--- src/rtl/instr_prefetch_if.sv ---
// Prefetcher-side bundle: memory read port, redirect, decoder consume and head-window view.
// The master modport is the prefetcher; the slave modport is the memory/decoder environment.
interface instr_prefetch_if #(
    parameter int ADDR_WIDTH = 16,
    parameter int DATA_WIDTH = 8,
    parameter int DEPTH      = 8
);
    logic                     mem_req;
    logic [ADDR_WIDTH-1:0]    mem_addr;
    logic [DATA_WIDTH-1:0]    mem_data;
    logic                     jump_valid;
    logic [ADDR_WIDTH-1:0]    jump_pc;
    logic                     consume;
    logic [1:0]               consume_len;
    logic [$clog2(DEPTH):0]   q_count;
    logic [DATA_WIDTH-1:0]    q_byte0;
    logic [DATA_WIDTH-1:0]    q_byte1;
    logic [DATA_WIDTH-1:0]    q_byte2;
    logic [ADDR_WIDTH-1:0]    q_pc;

    modport master (
        output mem_req, mem_addr, q_count, q_byte0, q_byte1, q_byte2, q_pc,
        input  mem_data, jump_valid, jump_pc, consume, consume_len
    );

    modport slave (
        input  mem_req, mem_addr, q_count, q_byte0, q_byte1, q_byte2, q_pc,
        output mem_data, jump_valid, jump_pc, consume, consume_len
    );
endinterface

--- src/rtl/instr_prefetch.sv ---
// Byte prefetch queue fed by a 1-cycle-latency memory; a request's byte lands in the queue 2 cycles after issue.
// Fetch stalls while queue plus in-flight byte would exceed DEPTH; the decoder consumes 1..3 bytes from the head.
module instr_prefetch #(
    parameter int                    ADDR_WIDTH   = 16,
    parameter int                    DATA_WIDTH   = 8,
    parameter int                    DEPTH        = 8,
    parameter logic [ADDR_WIDTH-1:0] RESET_VECTOR = 16'h0100
) (
    input  logic           clk,
    input  logic           reset_n,
    instr_prefetch_if.master bus
);
    localparam int PW = $clog2(DEPTH);
    localparam int CW = PW + 1;

    logic [DATA_WIDTH-1:0] mem_q [DEPTH];
    logic [PW-1:0]         head_q, tail_q;
    logic [CW-1:0]         count_q;
    logic [ADDR_WIDTH-1:0] pc_q, fetch_q;
    logic                  inflight_q;

    logic                  issue;
    logic                  cons_ok;
    logic [CW-1:0]         len_ext;

    assign len_ext = CW'(bus.consume_len);
    assign cons_ok = bus.consume && (bus.consume_len != 2'd0) && (len_ext <= count_q);

    // Gated by reset_n so the request port is quiet while reset is held.
    assign issue = reset_n && !bus.jump_valid
                && ((count_q + CW'(inflight_q)) < CW'(DEPTH));

    always_ff @(posedge clk or negedge reset_n) begin
        if (!reset_n) begin
            head_q     <= '0;
            tail_q     <= '0;
            count_q    <= '0;
            pc_q       <= RESET_VECTOR;
            fetch_q    <= RESET_VECTOR;
            inflight_q <= 1'b0;
        end else if (bus.jump_valid) begin
            // Redirect flushes the queue and forgets any byte still returning.
            head_q     <= tail_q;
            count_q    <= '0;
            pc_q       <= bus.jump_pc;
            fetch_q    <= bus.jump_pc;
            inflight_q <= 1'b0;
        end else begin
            inflight_q <= issue;
            if (issue) begin
                fetch_q <= fetch_q + ADDR_WIDTH'(1);
            end
            if (inflight_q) begin
                tail_q <= tail_q + PW'(1);
            end
            if (cons_ok) begin
                head_q <= head_q + PW'(bus.consume_len);
                pc_q   <= pc_q + ADDR_WIDTH'(bus.consume_len);
            end
            count_q <= count_q + CW'(inflight_q) - (cons_ok ? len_ext : CW'(0));
        end
    end

    always_ff @(posedge clk) begin
        if (reset_n && !bus.jump_valid && inflight_q) begin
            mem_q[tail_q] <= bus.mem_data;
        end
    end

    assign bus.mem_req  = issue;
    assign bus.mem_addr = fetch_q;
    assign bus.q_count  = count_q;
    assign bus.q_pc     = pc_q;
    assign bus.q_byte0  = (count_q > CW'(0)) ? mem_q[head_q]           : '0;
    assign bus.q_byte1  = (count_q > CW'(1)) ? mem_q[head_q + PW'(1)]  : '0;
    assign bus.q_byte2  = (count_q > CW'(2)) ? mem_q[head_q + PW'(2)]  : '0;
endmodule

--- src/flat_wrapper.sv ---
// flat-port wrapper written by rule: the top's interface ports become plain ports
module instr_prefetch_flat 
#(
    parameter int                    ADDR_WIDTH   = 16,
    parameter int                    DATA_WIDTH   = 8,
    parameter int                    DEPTH        = 8,
    parameter logic [ADDR_WIDTH-1:0] RESET_VECTOR = 16'h0100
)
  (clk, reset_n, bus_mem_req, bus_mem_addr, bus_q_count, bus_q_byte0, bus_q_byte1, bus_q_byte2, bus_q_pc, bus_mem_data, bus_jump_valid, bus_jump_pc, bus_consume, bus_consume_len);
  instr_prefetch_if #(.ADDR_WIDTH(ADDR_WIDTH), .DATA_WIDTH(DATA_WIDTH), .DEPTH(DEPTH)) bus_i ();
  input  logic clk;
  input  logic reset_n;
  output wire logic [$bits(bus_i.mem_req)-1:0] bus_mem_req;
  output wire logic [$bits(bus_i.mem_addr)-1:0] bus_mem_addr;
  output wire logic [$bits(bus_i.q_count)-1:0] bus_q_count;
  output wire logic [$bits(bus_i.q_byte0)-1:0] bus_q_byte0;
  output wire logic [$bits(bus_i.q_byte1)-1:0] bus_q_byte1;
  output wire logic [$bits(bus_i.q_byte2)-1:0] bus_q_byte2;
  output wire logic [$bits(bus_i.q_pc)-1:0] bus_q_pc;
  input wire logic [$bits(bus_i.mem_data)-1:0] bus_mem_data;
  input wire logic [$bits(bus_i.jump_valid)-1:0] bus_jump_valid;
  input wire logic [$bits(bus_i.jump_pc)-1:0] bus_jump_pc;
  input wire logic [$bits(bus_i.consume)-1:0] bus_consume;
  input wire logic [$bits(bus_i.consume_len)-1:0] bus_consume_len;
  assign bus_mem_req = bus_i.mem_req;
  assign bus_mem_addr = bus_i.mem_addr;
  assign bus_q_count = bus_i.q_count;
  assign bus_q_byte0 = bus_i.q_byte0;
  assign bus_q_byte1 = bus_i.q_byte1;
  assign bus_q_byte2 = bus_i.q_byte2;
  assign bus_q_pc = bus_i.q_pc;
  assign bus_i.mem_data = bus_mem_data;
  assign bus_i.jump_valid = bus_jump_valid;
  assign bus_i.jump_pc = bus_jump_pc;
  assign bus_i.consume = bus_consume;
  assign bus_i.consume_len = bus_consume_len;
  instr_prefetch #(.ADDR_WIDTH(ADDR_WIDTH), .DATA_WIDTH(DATA_WIDTH), .DEPTH(DEPTH), .RESET_VECTOR(RESET_VECTOR)) u_core (.clk(clk), .reset_n(reset_n), .bus(bus_i));
endmodule
--- config.mk ---
export PLATFORM = sky130hd
export DESIGN_NAME = instr_prefetch_flat
export DESIGN_NICKNAME = d
export VERILOG_FILES = /design/src/rtl/instr_prefetch_if.sv /design/src/rtl/instr_prefetch.sv /design/src/flat_wrapper.sv
export SDC_FILE = /design/constraint.sdc
export NUM_CORES = 1
export LEC_CHECK = 0
export ABC_CLOCK_PERIOD_IN_PS = 3050
export BUFFER_PORTS_ARGS = -buffer_cell sky130_fd_sc_hd__buf_2
export CORE_MARGIN = 4
export CORE_UTILIZATION = 44
export CTS_BUF_LIST = sky130_fd_sc_hd__clkbuf_16
export CTS_CLUSTER_DIAMETER = 150
export DETAILED_ROUTE_END_ITERATION = 12
export GPL_ROUTABILITY_DRIVEN = 0
export SYNTH_ARGS = -nofsm -noshare
export SYNTH_HDL_FRONTEND = slang
export SYNTH_SLANG_ARGS = --single-unit
--- constraint.sdc ---
create_clock -name clk -period 3.05 [get_ports clk]
set_clock_uncertainty 0.1 [all_clocks]
set_input_delay 0.1525 -clock clk [delete_from_list [all_inputs] [get_ports clk]]
set_output_delay 0.1525 -clock clk [all_outputs]
set_load 0.01 [all_outputs]
# After elaboration in Yosys (flattened, before gate mapping)
# Memory sizes are Yosys's and may differ from the RTL's.
# Cells that the tools add are included.
[totals] register_bits=43 mem_count=1 elab_cells=45 output_inout_bits=61 in_bits=30 ramBits=64
[classes] n_reduce_logical=10 magnitude_cmp=5 n_addsub=8 bitwise=1 mux=14
[mem_list] name="u_core.mem_q" depth=8 word_bits=8 read_ports=3 rd_clocked_by_memory_dff=0 wr=1 line_no="instr_prefetch.sv:16" text="logic [DATA_WIDTH-1:0] mem_q [DEPTH];"
[ops] op="16-bit 2-to-1 mux" count=4
[ops] op="8-bit 2-to-1 mux" count=3
[ops] op="16-bit by 1-bit adder with 16-bit output, second input constant" count=1
[ops] op="16-bit by 2-bit adder with 16-bit output" count=1
[ops] op="4-bit by 1-bit greater-than comparator with 1-bit output, second input constant" count=2
[ops] op="3-bit by 1-bit adder with 3-bit output, second input constant" count=2
[ops] op="3-bit 2-to-1 mux" count=2
[ops] op="2-bit nonzero test" count=3
[ops] op="1-bit logical AND" count=5
[ops] op="4-bit by 1-bit adder with 4-bit output" count=1
[ops] op="4-bit by 2-bit greater-than comparator with 1-bit output, second input constant" count=1
[ops] op="2-bit by 4-bit <= comparator with 1-bit output" count=1
[ops] op="4-bit < comparator, second input constant" count=1
[ops] op="4-bit 2-to-1 mux" count=1
[ops] op="4-bit subtractor" count=1
[ops] op="3-bit by 2-bit adder with 3-bit output" count=1
[ops] op="3-bit by 2-bit adder with 3-bit output, second input constant" count=1
[ops] op="1-bit 2-to-1 mux" count=3
[ops] op="2-bit 2-to-1 mux" count=1
[ops] op="2-bit AND reduction" count=1
[ops] op="1-bit zero test" count=1
[ops] op="1-bit NOT" count=1

# Logic depth before layout (Yosys ltp)
[logic_depth] word_depth=6 ltp_mapped=13 depth_no_buf=11

# Worst setup path after synthesis
# Ideal clock, no wire load.
[synth_path] kind="register -> register" start="register u_core.count_q[1], in the netlist u_core.bus.q_count[1]" end="register u_core.count_q[3], in the netlist u_core.bus.q_count[3]" period_less_slack_ns=2.839 setup_time_ns=0.136 arrival_ns=2.603 stages_incl_launch_ff=13 setup_slack_ns=0.211 n_path_buf=2 required_time_ns=2.814 path_cell_list="dfrtp_1 -> inv_1 -> ha_1 -> nor2b_1 -> o21a_4 -> buf_6 -> buf_2 -> nor3_1 -> ha_1 -> inv_1 -> a2111oi_0 -> o31a_1 -> nor3_1"
[synth_via] elab_chain_cells=5 elab_cells_between_ends=6 classes_between="2 x add/sub; 1 x order compare; 2 x mux; 1 x reduce/logical"
[synth_rtl] item="start: declaration" line_no="instr_prefetch.sv:18" text="logic [CW-1:0] count_q;"
[synth_rtl] item="start signal: assignment" line_no="instr_prefetch.sv:60" text="count_q <= count_q + CW'(inflight_q) - (cons_ok ? len_ext : CW'(0));"
[synth_rtl] item="2-bit by 4-bit <= comparator with 1-bit output" line_no="instr_prefetch.sv:27" text="assign cons_ok = bus.consume && (bus.consume_len != 2'd0) && (len_ext <= count_q);"
[synth_rtl] item="1-bit logical AND" line_no="instr_prefetch.sv:27"
[synth_rtl] item="2-bit 2-to-1 mux" line_no="instr_prefetch.sv:60"
[synth_rtl] item="4-bit subtractor (*)" line_no="instr_prefetch.sv:60"
[synth_rtl] item="4-bit 2-to-1 mux (*)" line_no="instr_prefetch.sv:41" text="end else if (bus.jump_valid) begin"
# Every way passes the cells marked *; elsewhere a longest branch is shown, timed or not.
# A chain may end at the register's enable or synchronous reset.

# Final worst setup path
# Same ends and word-level chain as after synthesis.

==> results by group <==
Clock network
  • CTS root buffer: clkbuf_16
  • CTS buffer count: 9
  • Clock latency on the worst-skew pair: 0.35 ns
  • H-tree levels: 3
  • Clk slew on worst S/H paths: 0.07 ns
  • Clock Path Buffers: 2
  • CTS tree: done
  • Total clock sinks: 107

Timing
  • Max Clk Rate: 0.367 GHz
  • Minimum clock period: 2.73 ns
  • Endpoints failing setup: 0
  • Slew @ Worst Pin: 1.02 ns
  • Slew headroom: 31.9%
  • Hold Fails Final Rpt: 0
  • Setup TNS: 0 ns
  • Final period utilization: 89.4%
  • Max-slew violations: 0
  • RSZ-0062 raised after global routing: false

Global route
  • Vias in the first global route: 4817
  • Pin count of the biggest net entering global routing: 51
  • Initial antenna violation count: 0
  • Remaining Overflow, GRT: 0
  • First-pass GRT wire length: 26.0 mm
  • Tot GR Track Use: 21.0%

Setup path
  • Worst r2r path cells: 10
  • CP max stage delay: 0.56 ns
  • Crit. End Element: flop
  • Critical-path cell list: inv_1 -> ha_1 -> nor2b_1 -> o21a_4 -> nor3_1 -> ha_1 -> inv_1 -> a2111oi_0 -> nor4_1 -> nor3_1
  • Reg-to-reg startpoint: u_core.bus.q_count[1]
  • FF-to-FF End: u_core.bus.q_count[3]
  • CP arrival: 2.90 ns
  • CP Launch Type: flop
  • Crit-path max FO: 25
  • Worst Path Required: 3.22 ns
  • Setup slack, reg-to-reg: 0.32 ns
  • CP Class: reg2reg
  • Critical path's slowest cell: a2111oi_0

Floorplanning
  • Initial core utilization: 45.6%
  • Die width: 126 um
  • Die footprint: 15900 um^2
  • Core Area: 13500 um^2
  • Top Ports: 91
  • # rows: 42
  • Die H: 126 um

Synth
  • EDFF count, synth: 64
  • Fraction of registers with async set/reset: 40.2%
  • Synth area leaders: edfxtp_1, dfrtp_1, mux4_2
  • Synth Cell Area: 6140 um^2
  • Post-synth top flop: edfxtp_1
  • Syn Inst Count: 546
  • YS warnings: 0
  • Avg Synthesized Cell Area: 11.2 um^2
  • #FFs+latches synth: 107
  • Seq/Total Area, Yosys: 48.9%
  • Cell accounting for the most synthesized area: edfxtp_1
  • Post-synthesis cell type count: 51
  • Syn nets: 591
  • Post-synth top area share: 31.3%

Route
  • Drt first pass iters: 4
  • DRT Wirelength: 16.6 mm
  • Antenna Nets Post-Route: 0
  • Avg Vias per Cell: 6.10
  • Starting DRT DRC Count: 461
  • DRC violations left: 0
  • Vias: 5042
  • Routed len/inst: 20.1 um

Layout
  • Final layout net count: 690
  • Ant. Diodes: 0
  • Fin area: 7210 um^2
  • Layout cells sized above 1: 26.0%
  • Area grow syn2layout: 17.5%

Min path
  • Hold Startpoint: bus_jump_pc[7]
  • Hold EP: u_core.bus.mem_addr[7]
  • Hold path depth: 3
  • Hold WC Path Type: in2reg

Placed design
  • Placed inst area: 6850 um^2
  • HPWL Detailed: 11.7 mm
  • Port bufs: 90

Run
  • Max_cap viols: 0

Pwr
  • PwrDens: 798 nW/um^2
  • Lkg Pwr: 2.72 nW
  • Peak VDD IR: 0.347 mV

Run status
  • Run status: finished, final reports clean
cell type report:
| class | instances | area [um^2] |
|---|---|---|
| Inverter | 15 | 56.3 |
| Tap cell | 176 | 220 |
| Clock buffer | 9 | 225 |
| Sequential cell | 107 | 3000 |
| Clock inverter | 7 | 53.8 |
| Fill cell | 1203 | 6240 |
| Multi-Input combinational cell | 391 | 2950 |
| Timing Repair Buffer | 121 | 706 |
power by group:
group          total [mW]  leakage, nW  internal (mW)  switching, mW
sequential           1.86         1.07           1.66          0.194
combinational        2.79         1.51           1.18           1.62
clock                1.11        0.141          0.563          0.543
total                5.76         2.72           3.40           2.35
per-stage QoR:
| stage | std cells | power, mW | setup slack [ns] | hold WS, ns | util (%) |
|---|---|---|---|---|---|
| 2_1_floorplan | 546 | 3.74 | 0.211 | -0.243 | - |
| 3_3_place_gp | 801 | 4.61 | 0.476 | -0.0722 | 50.9 |
| 3_5_place_dp | 801 | 4.67 | 0.368 | -0.0700 | 50.9 |
| 4_1_cts | 826 | 5.78 | 0.343 | 0.00264 | 53.6 |
| 5_1_grt | 826 | 6.13 | 0.103 | 0.0246 | 53.6 |
| 6_report | 826 | 5.76 | 0.323 | 0.0113 | 53.6 |
per-layer routing:
layer  track usage [%]  wire length, um  up-vias  part of all wire (%)
met5                 0                0        -                     0
met4              8.58              393        0                   2.4
met2              31.3             7850      165                    47
li1                  -                -     2338                     -
met1              30.3             7400     2506                    44
met3              4.11              998       33                   6.0
worst max-delay path by stage:
| stage | end | slack (ns) | from |
|---|---|---|---|
| after floorplan | u_core.bus.q_count[3] | 0.21 | u_core.bus.q_count[1] |
| after global placement | u_core.bus.q_count[3] | 0.48 | u_core.bus.q_count[1] |
| after detailed placement | u_core.bus.q_count[3] | 0.37 | u_core.bus.q_count[1] |
| after CTS | u_core.bus.q_count[3] | 0.34 | u_core.bus.q_count[1] |
| after global routing | u_core.bus.q_count[3] | 0.10 | u_core.bus.q_count[1] |
| final | u_core.bus.q_count[3] | 0.32 | u_core.bus.q_count[1] |
what timing repair did:
action	4_1_cts	5_1_grt
resized for setup	0	0
hold endpoints to repair	75	0
hold buffers	9	0
buffers inserted	0	0
critical path, delay by kind of cell (launching register included):
kind / cells / cell delay, ns
AO/OA/AOI/OAI: 2 / 0.84
adder cells (fa/ha/maj): 2 / 0.50
buffers and inverters: 2 / 0.12
flip-flops: 1 / 0.35
AND/OR/NAND/NOR: 4 / 0.73
state kept, by name, indices dropped and copies added, names as in the netlist:
signal / cells
u_core.bus.mem_addr: 16
u_core.inflight_q: 1
u_core.bus.q_pc: 16
u_core.bus.q_count: 4
u_core.head_q: 3
u_core.mem_q: 64
u_core.tail_q: 3
logic make-up after synthesis:
family                   share of synthesized area, %
AO/OA/AOI/OAI                                    13.8
XOR/XNOR                                         1.39
adder cells (fa/ha/maj)                          3.42
buffers and inverters                            3.48
flip-flops                                       48.9
multiplexers                                     11.2
AND/OR/NAND/NOR                                  17.8
synthesized netlist by cell type, types with 14 or more instances:
cell / n
edfxtp_1: 64
a311oi_1: 24
a31oi_1: 18
nor2_1: 37
nor3_1: 14
nor2b_1: 23
nor4_1: 14
dfrtp_1: 41
mux4_2: 27
o311ai_0: 14
clkbuf_1: 20
nand2_1: 61
inv_1: 15
nand3_1: 20
a21oi_1: 26
cells in the final DEF, fill, tap and decap left out, types with 3 or more instances in the layout:
master	n
nand3_1	20
a311oi_1	24
nand4_1	7
nor4_1	11
buf_4	22
or4_1	8
a21oi_1	26
nor2b_1	23
o31ai_1	9
a31oi_1	18
buf_2	90
ha_1	12
inv_1	16
a211oi_1	3
nor2_1	37
and3_1	7
nor4_2	3
fa_1	3
dlygate4sd3_1	9
o21ai_0	8
and2_1	8
dfrtp_1	40
o31a_1	4
or3_1	5
mux2i_1	7
nand2_1	61
o311ai_0	14
mux4_2	27
and4_1	5
xnor2_1	4
nor3_1	14
clkbuf_16	9
edfxtp_1	64
(Power assumes the default switching activity.)
